$ cat config.mk
export PLATFORM = sky130hd
export DESIGN_NAME = alu_issue_stage
export DESIGN_NICKNAME = d
export VERILOG_FILES = /design/src/rtl/alu_issue_stage.sv
export SDC_FILE = /design/constraint.sdc
export NUM_CORES = 1
export LEC_CHECK = 0
export CAP_MARGIN = 20
export CORE_MARGIN = 2
export CORE_UTILIZATION = 25
export DETAILED_ROUTE_END_ITERATION = 7
export PLACE_DENSITY = 0.37
export SLEW_MARGIN = 25
export SYNTH_ARGS = -nofsm -noshare
export SYNTH_HDL_FRONTEND = slang
export SYNTH_SLANG_ARGS = --single-unit
$ cat constraint.sdc
create_clock -name clk -period 2.5 [get_ports clk]
set_input_delay 0.25 -clock clk [delete_from_list [all_inputs] [get_ports clk]]
set_output_delay 0.25 -clock clk [all_outputs]
set_load 0.02 [all_outputs]
$ cat src/rtl/alu_issue_stage.sv
// Issue/writeback stage around the 16-bit ALU: handshake intake, 16x16 register file, LI, writeback.
// Optional retired-instruction counter enabled with `define ALU_ISSUE_PERF_EN.
module alu_issue_stage #(
  parameter int unsigned ZERO_REG = 1
) (
  input  logic        clk,
  input  logic        rst_n,
  input  logic [15:0] instr,
  input  logic        instr_valid,
  output logic        instr_ready,
  output logic [15:0] alu_a,
  output logic [15:0] alu_b,
  output logic [3:0]  alu_op,
  input  logic [15:0] alu_result,
  output logic        wb_valid,
  output logic [3:0]  wb_rd,
  output logic [15:0] wb_data,
  output logic        illegal,
  input  logic [3:0]  dbg_addr,
`ifdef ALU_ISSUE_PERF_EN
  output logic [15:0] dbg_data,
  output logic [15:0] retired_cnt
`else
  output logic [15:0] dbg_data
`endif
);

  localparam int unsigned DW   = 16;
  localparam int unsigned AW   = 4;
  localparam int unsigned NREG = 16;
  localparam bit          ZR   = (ZERO_REG != 0);

  localparam logic [3:0] OP_ADD = 4'h0;
  localparam logic [3:0] OP_SUB = 4'h1;
  localparam logic [3:0] OP_SLL = 4'h2;
  localparam logic [3:0] OP_AND = 4'h3;
  localparam logic [3:0] OP_LI  = 4'h8;

  typedef enum logic [1:0] {
    S_IDLE = 2'd0,
    S_EXEC = 2'd1,
    S_WB   = 2'd2
  } state_t;

  state_t          state;
  logic [DW-1:0]   ir;
  logic [DW-1:0]   res;
  logic [DW-1:0]   rf [NREG];

  logic [3:0]      ir_op;
  logic [AW-1:0]   ir_rd;
  logic [AW-1:0]   ir_rs;
  logic [AW-1:0]   ir_rt;
  logic            is_li;
  logic            is_legal;
  logic            wr_lock;
  logic [DW-1:0]   exec_result;

  assign ir_op = ir[15:12];
  assign ir_rd = ir[11:8];
  assign ir_rs = ir[7:4];
  assign ir_rt = ir[3:0];

  // Decode of the latched instruction and the value captured at the end of EXEC.
  always_comb begin
    is_li       = (ir_op == OP_LI);
    is_legal    = is_li || (ir_op == OP_ADD) || (ir_op == OP_SUB) ||
                  (ir_op == OP_SLL) || (ir_op == OP_AND);
    exec_result = is_li ? {8'h00, ir[7:0]} : alu_result;
    wr_lock     = ZR && (wb_rd == '0);
  end

  // Register-file reads; r0 is forced to zero when it is the hardwired zero register.
  assign alu_a    = (ZR && (ir_rs == '0))    ? '0 : rf[ir_rs];
  assign alu_b    = (ZR && (ir_rt == '0))    ? '0 : rf[ir_rt];
  assign alu_op   = ir_op;
  assign dbg_data = (ZR && (dbg_addr == '0)) ? '0 : rf[dbg_addr];

  always_ff @(posedge clk or negedge rst_n) begin
    if (!rst_n) begin
      state       <= S_IDLE;
      ir          <= '0;
      res         <= '0;
      instr_ready <= 1'b1;
      wb_valid    <= 1'b0;
      wb_rd       <= '0;
      wb_data     <= '0;
      illegal     <= 1'b0;
      for (int unsigned i = 0; i < NREG; i++) begin
        rf[AW'(i)] <= '0;
      end
    end else begin
      case (state)
        S_IDLE: begin
          if (instr_valid) begin
            ir          <= instr;
            instr_ready <= 1'b0;
            state       <= S_EXEC;
          end
        end
        S_EXEC: begin
          // Writeback outputs are loaded here so they are valid for exactly the WB cycle.
          res <= exec_result;
          if (is_legal) begin
            wb_valid <= 1'b1;
            wb_rd    <= ir_rd;
            wb_data  <= exec_result;
          end else begin
            illegal  <= 1'b1;
          end
          state <= S_WB;
        end
        S_WB: begin
          if (wb_valid && !wr_lock) begin
            rf[wb_rd] <= res;
          end
          wb_valid    <= 1'b0;
          illegal     <= 1'b0;
          instr_ready <= 1'b1;
          state       <= S_IDLE;
        end
        default: begin
          instr_ready <= 1'b1;
          wb_valid    <= 1'b0;
          illegal     <= 1'b0;
          state       <= S_IDLE;
        end
      endcase
    end
  end

`ifdef ALU_ISSUE_PERF_EN
  // Counts legal retirements; wraps naturally at 16 bits.
  always_ff @(posedge clk or negedge rst_n) begin
    if (!rst_n) begin
      retired_cnt <= '0;
    end else if ((state == S_WB) && wb_valid) begin
      retired_cnt <= retired_cnt + 16'd1;
    end
  end
`endif

endmodule

==> results of run 1 <==
[cells in the mapped netlist, types with 2 or more instances]
cell type  instances
a2111oi_0         29
a211oi_1           6
a21oi_1           74
a221o_1           15
a22oi_1           15
buf_1             16
buf_2             45
buf_4              9
buf_6              3
clkbuf_1          54
dfrtp_1          297
inv_1             13
mux2_2           274
mux2i_1          173
mux4_2           101
nand2_1           39
nand2b_1           7
nand3_1           11
nor2_1            42
nor2_2             2
nor2_4             4
nor2b_1            4
nor3_2             2
nor3b_1            4
o21ai_0           28
o22ai_1           30
or3_1              2
[per-layer routing]
layer,global-route usage,part of all wire,vias to the layer above
li1,-,-,5492
met1,0.260,0.47,6659
met2,0.293,0.47,268
met3,0.0239,0.032,97
met4,0.0534,0.026,0
met5,0,0,-
[flip-flops by register name (all words and copies together) (netlist names)]
register	count
rf	241
ir	16
res	16
wb_data	16
wb_rd	4
state	2
illegal	1
instr_ready	1
wb_valid	1
[cells by family (layout without fill, tap and decap cells)]
group | after synthesis | count (layout) | share of synthesized area
AOI/OAI and AO/OA | 200 | 200 | 0.0751
muxes | 548 | 548 | 0.415
buffers and inverters | 140 | 400 | 0.0374
and+or+nand+nor | 123 | 123 | 0.0355
DFF | 298 | 298 | 0.437
[stage by stage]
stage / total power [mW] / instance area, sq um / cells / setup TNS [ps] / setup slack (ps)
floorplan: 11.7 / 17100 / 1309 / 0 / 407
global placement: 15.2 / 20400 / 2324 / -6640 / -368
detailed placement: 15.3 / 20400 / 2324 / -6520 / -387
CTS: 22.7 / 22800 / 2432 / -5810 / -298
global route: 24.0 / 23200 / 2442 / -7780 / -335
finish: 22.8 / 23200 / 2442 / -4720 / -245
[repair_timing]
action,in CTS,in global routing
setup endpoints to repair,45,43
pin swaps,46,24
hold buffers,1,0
gates cloned,6,1
buffers inserted,33,13
endpoints found under the hold margin,298,0
gates resized for setup,344,75
[report_power, final]
part | leakage (nW) | internal (mW) | switching [mW]
Clock | 0.678 | 3.86 | 2.33
Combinational | 5.49 | 4.74 | 3.90
Sequential | 3.99 | 6.08 | 1.88
[final timing paths]
check | from | endpoint | cells past startpoint
max | ir[1] | alu_b[3] | 9
min | rst_n | illegal | 2
max reg2reg | state[0] | rf[45] | 5
min reg2reg | rf[254] | rf[254] | 0
max in group asynchronous | rst_n | ir[7] | 3
min in group clk | instr[7] | ir[7] | 3
[critical path: stages, from the launching register on]
cell	delay, ps
dfrtp_4	530
buf_4	160
buf_12	140
buf_12	130
mux2i_1	160
o22ai_1	100
a2111oi_1	320
buf_4	200
a21oi_4	40
buf_6	130
[area by class of cell]
class / instances / share of cell area
Tap cell: 873 / 0.0471
Clock buffer: 55 / 0.0482
Timing Repair Buffer: 314 / 0.149
Clock inverter: 18 / 0.0122
Inverter: 13 / 0.00210
Multi-Input combinational cell: 871 / 0.419
Sequential cell: 298 / 0.323
==> flow_summary.ini, run 1 <==
[final_layout]
layout_common_cells = 280 x dfrtp_1, 273 x mux2_2, 150 x mux2i_1
drive_above_1_share = 0.515
multi_input_area_sq_um = 9710
diodes = 0
layout_commonest_cell = dfrtp_1
ff_latch_area_sq_um = 7480
utilization = 0.344
fillers = 6551
syn_to_final_growth_pct = 35.9
fin_nets = 1578

[drt]
ant_nets = 0
wl_per_cell_microns = 26.4
route.detailed.drc = 0
first_pass_iters = 5
drtIter0Drc = 765
vias = 12500
viasPerCell = 5.13
finalWirelength_mm = 64.4

[worst_setup_path]
crit_type = register to output pin
worstPathArrival_ps = 2500
r2r_slack_ps = 340
cp-start-kind = register
required_ps = 2250
endpoint_kind = output pin
path_max_fanout = 9

[clocking]
cts_max_path_buffers = 3
cts_buffers = 41
worstSkewPairLatency_ps = 560
path_clk_slew_ps = 60
ctsRootBufferMaster = clkbuf_16
cts_tree = built
clkSinkCount = 298
htreeDepth = 2

[timing]
timing.hold.ws_ps = 144
setup_slack_ps = -245
fin_crit_ps = 2750
period_share = 1.10
drv_slew = 0
worst_pin_slew_ps = 751
max_clock_freq_ghz = 0.364
clock_skew_ps = 23.7
final_hold_viol_count = 0
rsz0062_at_grt = yes
relSlewSlack = 0.499
setup_viol = 32

[place]
dp_hpwl_mm = 43.6
port_buffers = 113
gp_routability_congestion = 0.787

[logic_synthesis]
avgSynthCellArea_sq_um = 13.0
yosys.cell_types.count = 37
synth_ff_type = dfrtp_1
yosys_warnings = 0
ys_top_cells_by_area = dfrtp_1 44%, mux2_2 18%, mux4_2 13%, mux2i_1 10%, a21oi_1 2.2%
yosys_register_bits = 298
synth_area_sq_um = 17100
syn_nets = 1348
yosysSeqAreaShare = 0.437
async_flop_share = 1.00
synth_largest_area_cell = dfrtp_1
synth-edff-count = 0
synth_top_area_frac = 0.435
syn-instance-count = 1309

[grt]
grt_pass1_wl_mm = 94.7
antenna_found_initial = 0
grt_max_degree = 69
grtUsageTotal = 0.184
grt_remaining_overflow = 0
grt_pass1_vias = 13300

[min_path]
hold_path.class = primary input to async pin

[die]
core_sq_um = 67400
ios = 114
die_x_microns = 265
die_h_microns = 265
dieArea_sq_um = 70400
initial_core_util = 0.253
rows = 95

[power_and_ir_drop]
p_leak_nw = 10.2
powerDensity_nw_per_um2 = 982
worst_ir_drop_vdd_v = 0.000394

[job]
max-cap-violations = 0

[outcome]
violations = negative setup slack
status = complete, but fails checks
No activity file was read; power rests on OpenSTA's default activity.
==> inputs of run 2 (changes only) <==
--- a/config.mk
+++ b/config.mk
@@ -8,6 +8,7 @@
 export CAP_MARGIN = 20
 export CORE_MARGIN = 2
 export CORE_UTILIZATION = 25
+export CTS_BUF_LIST = sky130_fd_sc_hd__clkbuf_16
 export DETAILED_ROUTE_END_ITERATION = 7
 export PLACE_DENSITY = 0.37
 export SLEW_MARGIN = 25
==> run 2 against run 1 <==
  * The run still ends with negative setup slack left
  * Highest routed layer unchanged
  * Sequential share of layout area is essentially flat
  * Clock power down 2%
  * Via count down 0.34%
==> flow_summary.ini, run 2 (synthesized netlist as in run 1, its figures left out) <==
[outcome]
status = complete, but fails checks
violations = negative setup slack

[die]
dieArea_sq_um = 70400
core_sq_um = 67400
rows = 95
initial_core_util = 0.253
die_h_microns = 265
ios = 114
die_x_microns = 265

[power_and_ir_drop]
powerDensity_nw_per_um2 = 977
power_mw = 22.6
clkPwrFrac = 0.267
power.switching_mw = 8.12
worst_ir_drop_vdd_v = 0.000393
internal-power_mw = 14.5
sw_frac_of_total = 0.359
p_comb_frac = 0.382
p_leak_nw = 10.2
power_frac_seq = 0.352

[drt]
route.detailed.drc = 0
ant_nets = 0
viasPerCell = 5.11
dr_wl_met3_mm = 1.96
first_pass_iters = 5
wl_met2_mm = 29.9
top_layer = met4
drt-met1-wl_mm = 30.8
wl_per_cell_microns = 26.4
drtIter0Drc = 775
finalWirelength_mm = 64.4
vias = 12500

[timing]
clock_skew_ps = 25.7
fin_tns_setup_ps = -4840
max_clock_freq_ghz = 0.360
period_share = 1.11
rsz0062_at_grt = yes
setup_slack_ps = -275
fin_crit_ps = 2770
setup_viol = 32
worst_pin_slew_ps = 749
drv_slew = 0
timing.hold.ws_ps = 143
final_hold_viol_count = 0
relSlewSlack = 0.501

[final_layout]
multi_input_area_sq_um = 9710
diodes = 0
drive_above_1_share = 0.511
top_register = rf
ff_latch_area_sq_um = 7480
fin_nets = 1578
layout_commonest_cell = dfrtp_1
fin_area_sq_um = 23200
largest_reg_flops = 241
fillers = 6554
layout_common_cells = 282 x dfrtp_1, 273 x mux2_2, 150 x mux2i_1
syn_to_final_growth_pct = 35.6

[clocking]
ctsRootBufferMaster = clkbuf_16
path_clk_slew_ps = 60
clkSinkCount = 298
cts_buffers = 41
cts_max_path_buffers = 3
worstSkewPairLatency_ps = 570
htreeDepth = 2
cts_tree = built

[grt]
grtUsageTotal = 0.184
antenna_found_initial = 0
grt_max_degree = 69
grt_remaining_overflow = 0
grt_pass1_wl_mm = 94.6
grt_pass1_vias = 13200

[place]
port_buffers = 113
placed_cell_area_sq_um = 20400
dp_hpwl_mm = 43.6
gp_routability_congestion = 0.787

[worst_setup_path]
worstPathArrival_ps = 2520
startpoint = ir[1]
path_max_fanout = 6
r2r_start = state[0]
required_ps = 2250
worstRegToRegCells = 5
cp-start-kind = register
endpoint_kind = output pin
crit_type = register to output pin

[job]
max-cap-violations = 0

[min_path]
hold_path.class = primary input to async pin
-- run 2: worst paths after layout --
| check | end | slack (ps) |
|---|---|---|
| setup / recovery | alu_b[9] | -270 |
| hold / removal | illegal | 140 |
| setup reg to reg | rf[45] | 340 |
| hold reg to reg | rf[254] | 380 |
| max in group asynchronous | ir[7] | 1630 |
| min in group clk | ir[7] | 260 |
-- run 2: layer usage --
layer  track usage  up-vias
met3        0.0239       99
met5             0        -
met1         0.260     6634
li1              -     5495
met2         0.293      246
met4        0.0531        0
-- run 2: final cells by class --
type,count,share of cell area
clock inverters,32,0.0145
multi-input cells,871,0.419
flip-flops and latches,298,0.323
repair buffers,314,0.150
inverters,13,0.00211
well taps,873,0.0472
clock buffers,41,0.0443
-- run 2: critical path: stages, from the launching register on --
cell and delay [ps]:
dfrtp_4 530, buf_12 180, buf_16 140, mux2i_1 160, o22ai_1 110, a2111oi_2 460
buf_4 190, a21oi_2 30, buf_6 150
-- run 2: power by group through the flow --
| stage | clock network, mW | logic [mW] | registers, mW |
|---|---|---|---|
| global route | 6.44 | 9.15 | 8.20 |
| detailed placement | 0 | 7.28 | 7.98 |
| floorplan | 0 | 4.49 | 7.16 |
| finish | 6.04 | 8.64 | 7.96 |
| CTS | 6.25 | 8.37 | 7.93 |
| global placement | 0 | 7.25 | 7.98 |
-- run 2: timing repair --
item | 4_1_cts | 5_1_grt
hold endpoints to repair | 298 | 0
hold buffers | 1 | 0
cloned | 6 | 1
buffers inserted | 33 | 13
endpoints found under the setup margin | 45 | 43
pin swaps | 45 | 23
gates resized for setup | 343 | 73
-- run 2: through the flow --
step,util,instances,worst slack [ps]
finish,0.344,2442,-275
global route,0.344,2442,-335
CTS,0.338,2432,-298
detailed placement,0.302,2324,-387
global placement,0.302,2324,-368
floorplan,-,1309,407
==> inputs of run 3 (changes only) <==
--- a/config.mk
+++ b/config.mk
@@ -6,12 +6,13 @@
 export NUM_CORES = 1
 export LEC_CHECK = 0
 export CAP_MARGIN = 20
+export CORE_ASPECT_RATIO = 0.5
 export CORE_MARGIN = 2
 export CORE_UTILIZATION = 25
 export CTS_BUF_LIST = sky130_fd_sc_hd__clkbuf_16
 export DETAILED_ROUTE_END_ITERATION = 7
 export PLACE_DENSITY = 0.37
-export SLEW_MARGIN = 25
+export SLEW_MARGIN = 0
 export SYNTH_ARGS = -nofsm -noshare
 export SYNTH_HDL_FRONTEND = slang
 export SYNTH_SLANG_ARGS = --single-unit
==> run 3 against run 2 <==
  * The flow still finishes with violations (negative setup slack)
  * Clock-buffer cell count shrank 4
  * Non-clock buffer count shrank 2
  * Flip-flop and latch count unchanged
  * Total power fell by 2.4%
  * First-iteration DRC count rose by 8.5%
  * Register-to-register slack better by 30 ps
  * Die area up 0.18%
  * Critical path depth increased by 1
  * Fmax rose by 0.62%
  * Clock skew is 3.2 ps lower
  * Via count is 1.1% higher
==> flow_summary.ini, run 3 (synthesized netlist as in run 1, its figures left out) <==
[worst_setup_path]
r2r_slack_ps = 370
endpoint_kind = output pin
crit_type = register to output pin
cp-endpoint = alu_a[9]
cp-start-kind = register
worstPathArrival_ps = 2510
r2r_start = state[0]
required_ps = 2250
startpoint = ir[5]
worstRegToRegCells = 5
path_max_fanout = 8
reg2reg_to = rf[234]

[final_layout]
layout_commonest_cell = dfrtp_1
syn_to_final_growth_pct = 34.7
layout_common_cells = 286 x dfrtp_1, 274 x mux2_2, 144 x mux2i_1
largest_reg_flops = 241
diodes = 0
fin_nets = 1570
fin_area_sq_um = 23000
utilization = 0.342
top_register = rf
drive_above_1_share = 0.519

[clocking]
cts_tree = built
clkSinkCount = 298
cts_buffers = 35
htreeDepth = 2
worstSkewPairLatency_ps = 550
path_clk_slew_ps = 60
cts_max_path_buffers = 3
ctsRootBufferMaster = clkbuf_16

[grt]
grtUsageTotal = 0.188
grt_remaining_overflow = 0
antenna_found_initial = 0
grt_pass1_wl_mm = 96.9
grt_pass1_vias = 13400
grt_max_degree = 77

[timing]
max_clock_freq_ghz = 0.363
setup_viol = 32
worst_pin_slew_ps = 805
fin_crit_ps = 2760
rsz0062_at_grt = yes
clock_skew_ps = 22.5
relSlewSlack = 0.463
period_share = 1.10
final_hold_viol_count = 0
fin_tns_setup_ps = -5190
setup_slack_ps = -258
drv_slew = 0
timing.hold.ws_ps = 303

[min_path]
hold_path.class = primary input to register

[place]
placed_cell_area_sq_um = 20300
gp_routability_congestion = 0.809
dp_hpwl_mm = 44.3
post-place-ws_ps = -377
port_buffers = 113

[die]
initial_core_util = 0.254
rows = 67
core_sq_um = 67200
die_h_microns = 189
dieArea_sq_um = 70500
ios = 114
die_x_microns = 374

[drt]
vias = 12600
finalWirelength_mm = 67.1
first_pass_iters = 5
wl_per_cell_microns = 27.4
drtIter0Drc = 841
route.detailed.drc = 0
viasPerCell = 5.15
ant_nets = 0

[power_and_ir_drop]
worst_ir_drop_vdd_v = 0.000391
p_leak_nw = 10.1
powerDensity_nw_per_um2 = 960

[job]
max-cap-violations = 0

[outcome]
status = complete, but fails checks
violations = negative setup slack
==> run 3: final cells by class <==
cell class / instances / area, sq um
timing repair buffer: 312 / 3440
sequential: 298 / 7480
multi-input combinational: 871 / 9740
clock inverter: 23 / 255
tap: 897 / 1120
fill: 6593 / 44200
inverter: 13 / 48.8
clock buffer: 37 / 926
==> run 3: timing repair <==
action,4_1_cts,5_1_grt
endpoints found under the hold margin,66,0
hold buffers,1,0
setup endpoints to repair,45,39
buffers inserted,37,12
cloned,7,2
pin swaps,43,23
gates resized for setup,307,71
==> run 3: worst max-delay path, cell delays in order (launching register included) <==
cell       delay [ps]
dfrtp_4           480
buf_12            150
buf_16            160
clkbuf_16         170
mux2i_1           140
nor2_1             70
a2111oi_2         410
buf_4             200
a21oi_2            40
buf_6             140
==> run 3: power breakdown <==
| group | internal, mW | total (mW) | switching [mW] | leakage, nW |
|---|---|---|---|---|
| registers | 6.07 | 7.87 | 1.80 | 4.00 |
| logic | 4.73 | 8.73 | 4.00 | 5.49 |
| clock network | 3.29 | 5.49 | 2.21 | 0.611 |
==> run 3: worst min-delay path by stage <==
stage | slack [ps] | end | cells after the start | from
2_1_floorplan | -50 | illegal | 0 | rst_n
3_3_place_gp | 330 | rf[143] | 1 | rst_n
3_5_place_dp | 330 | rf[63] | 1 | rst_n
4_1_cts | 280 | res[9] | 3 | alu_result[9]
5_1_grt | 310 | res[11] | 3 | alu_result[11]
6_report | 300 | res[12] | 3 | alu_result[12]
==> run 3: per-layer routing <==
metal  routed length (microns)  track usage
met1                     29600        0.248
met2                     32900        0.321
met3                      2710       0.0292
met4                      1900       0.0511
met5                         0            0
==> run 3: per-stage QoR <==
step / cells / power, mW
after floorplan: 1309 / 11.7
after global placement: 2342 / 15.0
after detailed placement: 2344 / 15.2
after CTS: 2445 / 22.0
after global routing: 2451 / 23.2
final: 2451 / 22.1
==> RTL change (flow settings as in run 1) <==
Add a define of `ALU_ISSUE_PERF_EN`.
--- a/src/rtl/alu_issue_stage.sv
+++ b/src/rtl/alu_issue_stage.sv
@@ -1,4 +1,6 @@
 // Issue/writeback stage around the 16-bit ALU: handshake intake, 16x16 register file, LI, writeback.
 // Optional retired-instruction counter enabled with `define ALU_ISSUE_PERF_EN.
+`define ALU_ISSUE_PERF_EN
+
 module alu_issue_stage #(
   parameter int unsigned ZERO_REG = 1
Check against the original RTL (old outputs only; new: retired_cnt): no difference found for any inputs over 4 cycles, from zero or initial values and one cycle with rst_n low; that may be too few to reach the edited logic, so the function may still have changed.
==> RTL change against run 1 <==
The run still ends with setup timing left. Sequential cell count is 15 higher. Sequential power rose by 4.3%. Clock power is 9.7% lower. Total power grew 1.1%. Sequential share of layout area up 0.52 points. Global-route usage increased by 0.34 points. Wire length is 6.1% higher. Fmax fell by 4.9%. Clock skew down 0.011 ns. Cell area increased by 3.2%. Area after synthesis grew 3.7%. Setup slack worse by 0.14 ns. Die area is 3.7% higher. Highest routed layer unchanged.
==> RTL change: results (changes against run 1) <==
[run_status]
status=finished with violations  ; unchanged
violations=setup timing  ; unchanged

[pwr]
power_leakage_nw=10.6  ; was 10.2 nW
peakVddDrop_uv=459  ; was 394 uV
pwr-share-clk_pct=24.3  ; was 27.2%

[placed_design]
post-dp-hpwl_um=45000  ; was 43600 um
place_congestion=0.770  ; was 0.787
placed_area_um2=21200  ; was 20400 um2

[final_layout]
fin_nets=1584  ; was 1578
drive_gt1_share_pct=57.1  ; was 51.5%
final_cell_area_um2=23900  ; was 23200 um2
largest_reg_flops=240  ; was 241
fillers=6901  ; was 6551

[timing]
finalSetupTns_ns=-8.67  ; was -4.72 ns
fin_ws_ns=-0.387  ; was -0.245 ns
tightest_slew_ns=0.736  ; was 0.751 ns
setup_viol=32  ; unchanged

[global_routing]
grt_pass1_vias=13700  ; was 13300
grt_first_pass_wirelength_um=101000  ; was 94700 um
grt_max_degree=65  ; was 69

[detailed_routing]
drt_iter0_drc=815  ; was 765
totalWireLength_um=68400  ; was 64400 um

[cts]
cts_setup_buffers=65  ; was 33
post_cts_resized=270  ; was 344

[worst_setup_path]
worstPathMaxFanout=6  ; was 9
crit_arrival_ns=2.64  ; was 2.50 ns

[yosys]
ys_seq_area_share_pct=44.2  ; was 43.7%
synthTopCellsByArea=dfrtp_1, mux2_2, mux4_2  ; unchanged

RTL change: kinds of logic after synthesis:
kind of cell / Yosys count / synth area share, %
multiplexers: 482 / 39.6
flip-flops: 313 / 44.2
AND/OR/NAND/NOR: 173 / 5.68
AO/OA/AOI/OAI: 148 / 6.15
buffers and inverters: 135 / 3.54
XOR/XNOR: 15 / 0.742
adder cells (fa/ha/maj): 1 / 0.0706
RTL change: critical path: stages (launching register included):
cell,delay [ns]
dfrtp_4,0.49
buf_12,0.17
buf_8,0.13
buf_12,0.12
mux4_2,0.50
nor2b_2,0.13
nor3_2,0.06
a221o_1,0.31
buf_6,0.15
RTL change: power groups by stage:
stage	combinational, mW	clock, mW	sequential, mW
after floorplan	4.82	0	7.51
after global placement	7.75	0	8.27
after detailed placement	7.77	0	8.30
after CTS	8.78	5.81	8.23
after global routing	9.69	6.04	8.53
final	9.15	5.59	8.29
RTL change: layout make-up:
cell class              instances  area share (%)
flip-flops and latches        313            32.8
well taps                     940            4.91
clock inverters                 9           0.209
inverters                      10           0.157
repair buffers                360            16.2
multi-input cells             819            40.8
clock buffers                  58            4.93
RTL change: final timing paths:
check	start	cells past startpoint	end	slack, ns
max in group asynchronous	rst_n	3	ir[0]	1.49
worst max-delay path	ir[4]	8	alu_a[9]	-0.39
worst min-delay path	rst_n	2	retired_cnt[13]	0.21
worst max register to register	state[0]	5	rf[23]	0.42
min in group clk	alu_result[13]	3	res[13]	0.30
worst min register to register	retired_cnt[15]	1	retired_cnt[15]	0.49
RTL change: layer usage:
layer / part of all wire (%) / vias to the layer above / global-route usage (%)
li1: - / 5478 / -
met1: 46 / 6976 / 26.2
met2: 48 / 332 / 30.5
met3: 3.9 / 73 / 2.32
met4: 2.4 / 0 / 4.94
met5: 0 / - / 0
